## config.mk

```make
export PLATFORM = sky130hd
export DESIGN_NAME = serial_bit_feeder_flat
export DESIGN_NICKNAME = d
export VERILOG_FILES = /design/src/rtl/serial_bit_feeder_if.sv /design/src/rtl/serial_bit_feeder.sv /design/src/flat_wrapper.sv
export SDC_FILE = /design/constraint.sdc
export NUM_CORES = 1
export LEC_CHECK = 0
export ABC_AREA = 1
export CORE_MARGIN = 2
export CORE_UTILIZATION = 44
export DETAILED_ROUTE_END_ITERATION = 16
export PLACE_DENSITY = 0.8
export SETUP_SLACK_MARGIN = 0.05
export SYNTH_ARGS = -nofsm -noshare
export SYNTH_HDL_FRONTEND = slang
export SYNTH_SLANG_ARGS = --single-unit
```

## constraint.sdc

```tcl
create_clock -name clk -period 1.1 [get_ports clk]
set_input_delay 0.11 -clock clk [delete_from_list [all_inputs] [get_ports clk]]
set_output_delay 0.11 -clock clk [all_outputs]
set_load 0.01 [all_outputs]
```

## src/rtl/serial_bit_feeder_if.sv

```systemverilog
// Word handshake and serial bit stream of the serial bit feeder.
// The upstream word source uses master; the feeder itself uses slave.
interface serial_bit_feeder_if #(
    parameter int WIDTH = 8
);
    logic [WIDTH-1:0] word_data;
    logic             word_valid;
    logic             word_ready;
    logic             bit_out;
    logic             bit_valid;
    logic             busy;

    modport master (
        output word_data, word_valid,
        input  word_ready, bit_out, bit_valid, busy
    );

    modport slave (
        input  word_data, word_valid,
        output word_ready, bit_out, bit_valid, busy
    );
endinterface

```

## src/rtl/serial_bit_feeder.sv

```systemverilog
// Serializes WIDTH-bit words one bit per clock, then emits a run of zeros so the
// downstream detector restarts at every word boundary. Optional parity bit: SERIAL_BIT_FEEDER_PARITY_EN.
module serial_bit_feeder #(
    parameter int WIDTH      = 8,
    parameter int MSB_FIRST  = 1,
    parameter int GAP_CYCLES = 2
) (
    input  logic               clk,
    input  logic               rst,
    serial_bit_feeder_if.slave bus
);
    localparam int CW = $clog2(WIDTH);
    localparam logic [CW-1:0] LAST_BIT = CW'(WIDTH - 1);
    localparam logic [3:0] GAP_LOAD = (GAP_CYCLES > 0) ? 4'(GAP_CYCLES - 1) : 4'd0;

`ifdef SERIAL_BIT_FEEDER_PARITY_EN
    typedef enum logic [1:0] {S_IDLE, S_SHIFT, S_PARITY, S_GAP} state_t;
`else
    typedef enum logic [1:0] {S_IDLE, S_SHIFT, S_GAP} state_t;
`endif

    localparam state_t AFTER_WORD = (GAP_CYCLES > 0) ? S_GAP : S_IDLE;

    state_t           state_reg, state_next;
    logic [WIDTH-1:0] shift_reg;
    logic [WIDTH-1:0] shift_next;
    logic [CW-1:0]    bit_cnt_reg;
    logic [3:0]       gap_cnt_reg;
    logic             head_bit;
`ifdef SERIAL_BIT_FEEDER_PARITY_EN
    logic             parity_reg;
`endif

    // Head of the register is the bit on the wire; the register moves toward it.
    for (genvar gi = 0; gi < WIDTH; gi++) begin : g_shift
        if (MSB_FIRST != 0) begin : g_msb
            if (gi == 0) begin : g_edge
                assign shift_next[gi] = 1'b0;
            end else begin : g_mid
                assign shift_next[gi] = shift_reg[gi-1];
            end
        end else begin : g_lsb
            if (gi == WIDTH - 1) begin : g_edge
                assign shift_next[gi] = 1'b0;
            end else begin : g_mid
                assign shift_next[gi] = shift_reg[gi+1];
            end
        end
    end

    assign head_bit = (MSB_FIRST != 0) ? shift_reg[WIDTH-1] : shift_reg[0];

    always_ff @(posedge clk) begin
        if (rst) begin
            state_reg <= S_IDLE;
        end else begin
            state_reg <= state_next;
        end
    end

    always_comb begin
        state_next = state_reg;
        case (state_reg)
            S_IDLE: begin
                if (bus.word_valid) begin
                    state_next = S_SHIFT;
                end
            end
            S_SHIFT: begin
                if (bit_cnt_reg == LAST_BIT) begin
`ifdef SERIAL_BIT_FEEDER_PARITY_EN
                    state_next = S_PARITY;
`else
                    state_next = AFTER_WORD;
`endif
                end
            end
`ifdef SERIAL_BIT_FEEDER_PARITY_EN
            S_PARITY: state_next = AFTER_WORD;
`endif
            S_GAP: begin
                if (gap_cnt_reg == 4'd0) begin
                    state_next = S_IDLE;
                end
            end
            default: state_next = S_IDLE;
        endcase
    end

    always_ff @(posedge clk) begin
        if (rst) begin
            shift_reg   <= '0;
            bit_cnt_reg <= '0;
            gap_cnt_reg <= '0;
`ifdef SERIAL_BIT_FEEDER_PARITY_EN
            parity_reg  <= 1'b0;
`endif
        end else begin
            if (state_reg == S_IDLE && bus.word_valid) begin
                shift_reg   <= bus.word_data;
                bit_cnt_reg <= '0;
`ifdef SERIAL_BIT_FEEDER_PARITY_EN
                parity_reg  <= ^bus.word_data;
`endif
            end else if (state_reg == S_SHIFT) begin
                shift_reg <= shift_next;
                if (bit_cnt_reg != LAST_BIT) begin
                    bit_cnt_reg <= bit_cnt_reg + 1'b1;
                end
            end
            if (state_next == S_GAP && state_reg != S_GAP) begin
                gap_cnt_reg <= GAP_LOAD;
            end else if (state_reg == S_GAP && gap_cnt_reg != 4'd0) begin
                gap_cnt_reg <= gap_cnt_reg - 1'b1;
            end
        end
    end

    always_comb begin
        bus.word_ready = (state_reg == S_IDLE);
        bus.busy       = (state_reg != S_IDLE);
        bus.bit_out    = 1'b0;
        bus.bit_valid  = 1'b0;
        case (state_reg)
            S_SHIFT: begin
                bus.bit_out   = head_bit;
                bus.bit_valid = 1'b1;
            end
`ifdef SERIAL_BIT_FEEDER_PARITY_EN
            S_PARITY: begin
                bus.bit_out   = parity_reg;
                bus.bit_valid = 1'b1;
            end
`endif
            default: ;
        endcase
    end
endmodule

```

## src/flat_wrapper.sv

```systemverilog
// flat-port wrapper written by rule: the top's interface ports become plain ports
module serial_bit_feeder_flat 
#(
    parameter int WIDTH      = 8,
    parameter int MSB_FIRST  = 1,
    parameter int GAP_CYCLES = 2
)
  (clk, rst, bus_word_data, bus_word_valid, bus_word_ready, bus_bit_out, bus_bit_valid, bus_busy);
  serial_bit_feeder_if #(.WIDTH(WIDTH)) bus_i ();
  input  logic clk;
  input  logic rst;
  input wire logic [$bits(bus_i.word_data)-1:0] bus_word_data;
  input wire logic [$bits(bus_i.word_valid)-1:0] bus_word_valid;
  output wire logic [$bits(bus_i.word_ready)-1:0] bus_word_ready;
  output wire logic [$bits(bus_i.bit_out)-1:0] bus_bit_out;
  output wire logic [$bits(bus_i.bit_valid)-1:0] bus_bit_valid;
  output wire logic [$bits(bus_i.busy)-1:0] bus_busy;
  assign bus_i.word_data = bus_word_data;
  assign bus_i.word_valid = bus_word_valid;
  assign bus_word_ready = bus_i.word_ready;
  assign bus_bit_out = bus_i.bit_out;
  assign bus_bit_valid = bus_i.bit_valid;
  assign bus_busy = bus_i.busy;
  serial_bit_feeder #(.WIDTH(WIDTH), .MSB_FIRST(MSB_FIRST), .GAP_CYCLES(GAP_CYCLES)) u_core (.clk(clk), .rst(rst), .bus(bus_i));
endmodule
```

; ---- After elaboration in Yosys (flattened, before gate mapping)
; Cells that the tools add are included.
; W data, S select, Z words.
[classes]
n_addsub = 2
multipliers = 0
div = 0
magnitude_cmp = 0
eq_ne = 6
n_shift = 0
n_mux = 10
bitwise = 0
n_reduce_logical = 12
[ops]
columns = operator, n
row1 = $mux W8, 2
row2 = $mux W2, 3
row3 = $pmux W2 S3, 1
row4 = $reduce_bool A2 Y1, 3
row5 = $eq A2 B2 Y1 const B, 2
row6 = $logic_not A4 Y1, 1
row7 = $mux W1, 4
row8 = $reduce_bool A4 Y1, 1
row9 = $reduce_or A2 Y1, 2
row10 = $sub A4 B1 Y4 const B, 1
row11 = $add A3 B1 Y3 const B, 1
row12 = $eq A3 B3 Y1 const B, 1
row13 = $logic_and A1 B1 Y1, 3
row14 = $ne A3 B3 Y1 const B, 1
row15 = $eq A2 B1 Y1 const B, 1
row16 = $logic_not A2 Y1, 1
row17 = $ne A2 B2 Y1 const B, 1
row18 = $reduce_and A2 Y1, 1
[word_totals]
reg_bits = 17
latch_bits = 0
mem_bits_rw = 0
rom_bits = 0
inputBits = 11
out_inout_bits = 4
wordCells = 35
memories = 0

; ---- Logic depth before layout (Yosys ltp)
[logic_depth]
word_depth = 6
depth_mapped = 8
depth_no_buf = 8

; ---- Least setup slack after synthesis
; OpenSTA, ideal clock, no wires.
[synth_path]
kind = register -> register
start = register u_core.bit_cnt_reg[0]
end = register u_core.bit_cnt_reg[0]
setup_time_ps = 70
arrival_time_ps = 1139
t_required_ps = 1030
path_slack_ps = -108
stages_incl_launch_ff = 7
path_buffers = 0
period_less_slack_ps = 1208
path_cell_list = dfxtp_1 > ha_1 > ha_1 > inv_1 > nand2_1 > or2_0 > a21oi_1
[synth_between]
elab_chain_cells = 2
elab_cells_between_ends = 3
cone_classes = add/sub (1) / eq/ne (1) / reduce/logical (1)
[synth_rtl]
columns = element, line
row1 = "start, declared", serial_bit_feeder.sv:27  ; logic [CW-1:0] bit_cnt_reg;
row2 = "start signal, assigned", serial_bit_feeder.sv:108  ; bit_cnt_reg <= bit_cnt_reg + 1'b1;
row3 = branches (longest 2 deep; another with $add A3 B1 Y3), --
; Several ways; the timed one is not identified.
; A chain may end at the register's enable or synchronous reset.

; ---- Worst setup path after layout
; Same ends and word-level chain as after synthesis.

==> results.tsv <==
metric	value	unit
total_leakage_power	0.5025	nW
synth_cell_types	16	
reg2reg_depth	6	
clock_latency	0.30	ns
seq_area_frac_synth	43.38	%
die_area	2137	µm²
crit_type	flip-flop to flip-flop	
nFillCells	127	
whs	0.3958	ns
finalSetupViolCount	13	
rsz0062_at_grt	yes	
yosys_warnings	0	
drtIter0Drc	41	
grt.overflow.total	0	
track_usage	20.80	%
cts.sinks	17	
rows	15	
ir_drop	769.2	µV
holdPathStages	3	
power_density	1036	nW/µm²
wl_per_cell	11.96	µm
synth_fp_nets	125	
synth.area.top_cells	dfxtp_1, nand2_1, nand3_1	
crit_path_end_kind	flip-flop	
clk_path_buf_depth	2	
layout-drive-gt1-share	34.27	%
period_share	107.8	%
synthToLayoutAreaGrowth	52.95	%
gp_congestion	0.7761	
setup.worst_path.start_class	flip-flop	
timing.fmax	0.8436	GHz
slew_headroom	84.95	%
outcome	complete, but fails checks	
drt-vias-per-instance	5.083	
num_antenna_cells	0	
period_minus_slack	1.185	ns
worst-slew-pin-transition	0.2251	ns
critPathRequiredTime	1.32	ns
io_buffer_count	14	
syn_area	784.5	µm²
vias	854	
largest_register_ffs	8	
grt_pass1_wl	3.036	mm
die_x	46.23	µm
antenna_found_initial	0	
ant_nets	0	
grt_pass1_vias	761	
r2r_start	u_core.bit_cnt_reg[0]$_SDFFE_PP0P_	
fin_nets	158	
grt_max_degree	11	
cts_buffers	3	
synth_top_area_share	43.38	%
rrSetupSlack	-0.09	ns
netlist_instances	111	
worst_slack	-0.08539	ns
design_area	1200	µm²
cp_max_fo	3	
hold_class	primary input to flip-flop	
synth_top_cell_by_area	dfxtp_1	
root_buffer	clkbuf_4	
drc	0	
hold_viol_final	0	
cts_tree	done	
r2r-end	u_core.bit_cnt_reg[0]$_SDFFE_PP0P_	
dieHeight	46.23	µm
routed_wl	2.010	mm
cp.arrival	1.41	ns
fin_worst_skew	0.006600	ns
htreeDepth	1	
failed_checks	setup timing	
slew_viol_final	0	
placed_area	1013	µm²
start_util	45.93	%
setup_tns	-0.4633	ns
core_area	1708	µm²
power	1.243	mW
hp-start	bus_word_data[2]	
synth_seq_cells	17	
drv_cap	0	
hpwl	1.268	mm
drt_first_pass_iters	4	
syn_area_per_cell	7.068	µm²
path_clk_slew	0.10	ns
whs_endpoint	u_core.shift_reg[2]$_SDFFE_PP0P_	
ios	15	
## how the worst max path moves through the flow
stage,startpoint,end
4_1_cts,u_core.bit_cnt_reg[1]$_SDFFE_PP0P_,u_core.bit_cnt_reg[0]$_SDFFE_PP0P_
6_report,u_core.bit_cnt_reg[0]$_SDFFE_PP0P_,u_core.bit_cnt_reg[0]$_SDFFE_PP0P_
3_5_place_dp,bus_word_valid,u_core.shift_reg[1]$_SDFFE_PP0P_
5_1_grt,u_core.bit_cnt_reg[0]$_SDFFE_PP0P_,u_core.bit_cnt_reg[0]$_SDFFE_PP0P_
3_3_place_gp,u_core.state_reg[0]$_SDFF_PP0_,bus_bit_valid
2_1_floorplan,u_core.bit_cnt_reg[0]$_SDFFE_PP0P_,u_core.bit_cnt_reg[0]$_SDFFE_PP0P_
## placed cells by master, fill, tap and decap left out, drive strengths merged
cell type / n
clkinv: 1
nor2: 5
buf: 22
ha: 3
and3: 1
clkbuf: 3
inv: 13
o21ai: 2
dfxtp: 17
a21oi: 9
a31oi: 7
nand2: 36
clkdlybuf4s50: 10
or2: 1
nand3: 13
## logic make-up (layout without fill, tap and decap cells)
family	count (synthesis)	count (layout)	share of synthesized area, %
and+or+nand+nor	56	56	29.83
AOI/OAI and AO/OA	18	18	12.60
DFF	17	17	43.38
buffers and inverters	17	49	9.410
adders and majority gates	3	3	4.785
## metal layers
layer / up-vias / routed length [µm] / global-route usage [%]
li1: 426 / - / -
met1: 389 / 857 / 24.05
met2: 34 / 1004 / 34.72
met3: 5 / 107 / 4.706
met4: 0 / 40 / 12.00
met5: - / 0 / 0
## per-stage QoR
step                setup slack (ns)  cells  util, %
global route                 -0.1765    168    70.26
finish                      -0.08539    168    70.26
floorplan                   -0.02868    111        -
CTS                         -0.08495    167    67.47
detailed placement           -0.1217    156    59.34
global placement             -0.1032    156    59.34
## critical path, cell delays in order, from the launching register on
cell and delay (ns):
dfxtp_2 0.35, ha_4 0.16, ha_4 0.15, inv_2 0.07
nand2_2 0.07, or2_0 0.19, a21oi_1 0.13
## what timing repair did
action	CTS	global route
pin swaps	9	2
setup buffers	7	1
resized for setup	40	10
endpoints found under the hold margin	0	0
hold buffers	0	0
setup endpoints to repair	19	20
## power by group
| part | switching [mW] | leakage, nW | internal [mW] |
|---|---|---|---|
| logic | 0.107 | 0.344 | 0.135 |
| registers | 0.0222 | 0.141 | 0.638 |
| clock network | 0.206 | 0.0177 | 0.136 |
| total | 0.335 | 0.502 | 0.909 |
## synth_stat cells
library cell	number
o21ai_1	1
a21oi_1	9
nor2_1	4
nor2_2	1
nand2_1	36
and3_1	1
buf_6	1
nand3_1	13
ha_1	3
dfxtp_1	17
clkbuf_1	1
inv_1	13
a31oi_1	7
buf_2	2
or2_0	1
o21ai_0	1
## final cells by class
type                            count  area, µm²  share of cell area [%]
Clock buffer                        3      22.52                   1.877
Timing Repair Buffer               32      289.0                   24.09
Tap cell                           25      31.28                   2.607
Clock inverter                      1      5.005                  0.4171
Multi-Input combinational cell     77      447.9                   37.33
Sequential cell                    17      350.3                   29.20
Inverter                           13      53.80                   4.484
Power figures use the tool's default switching activity.
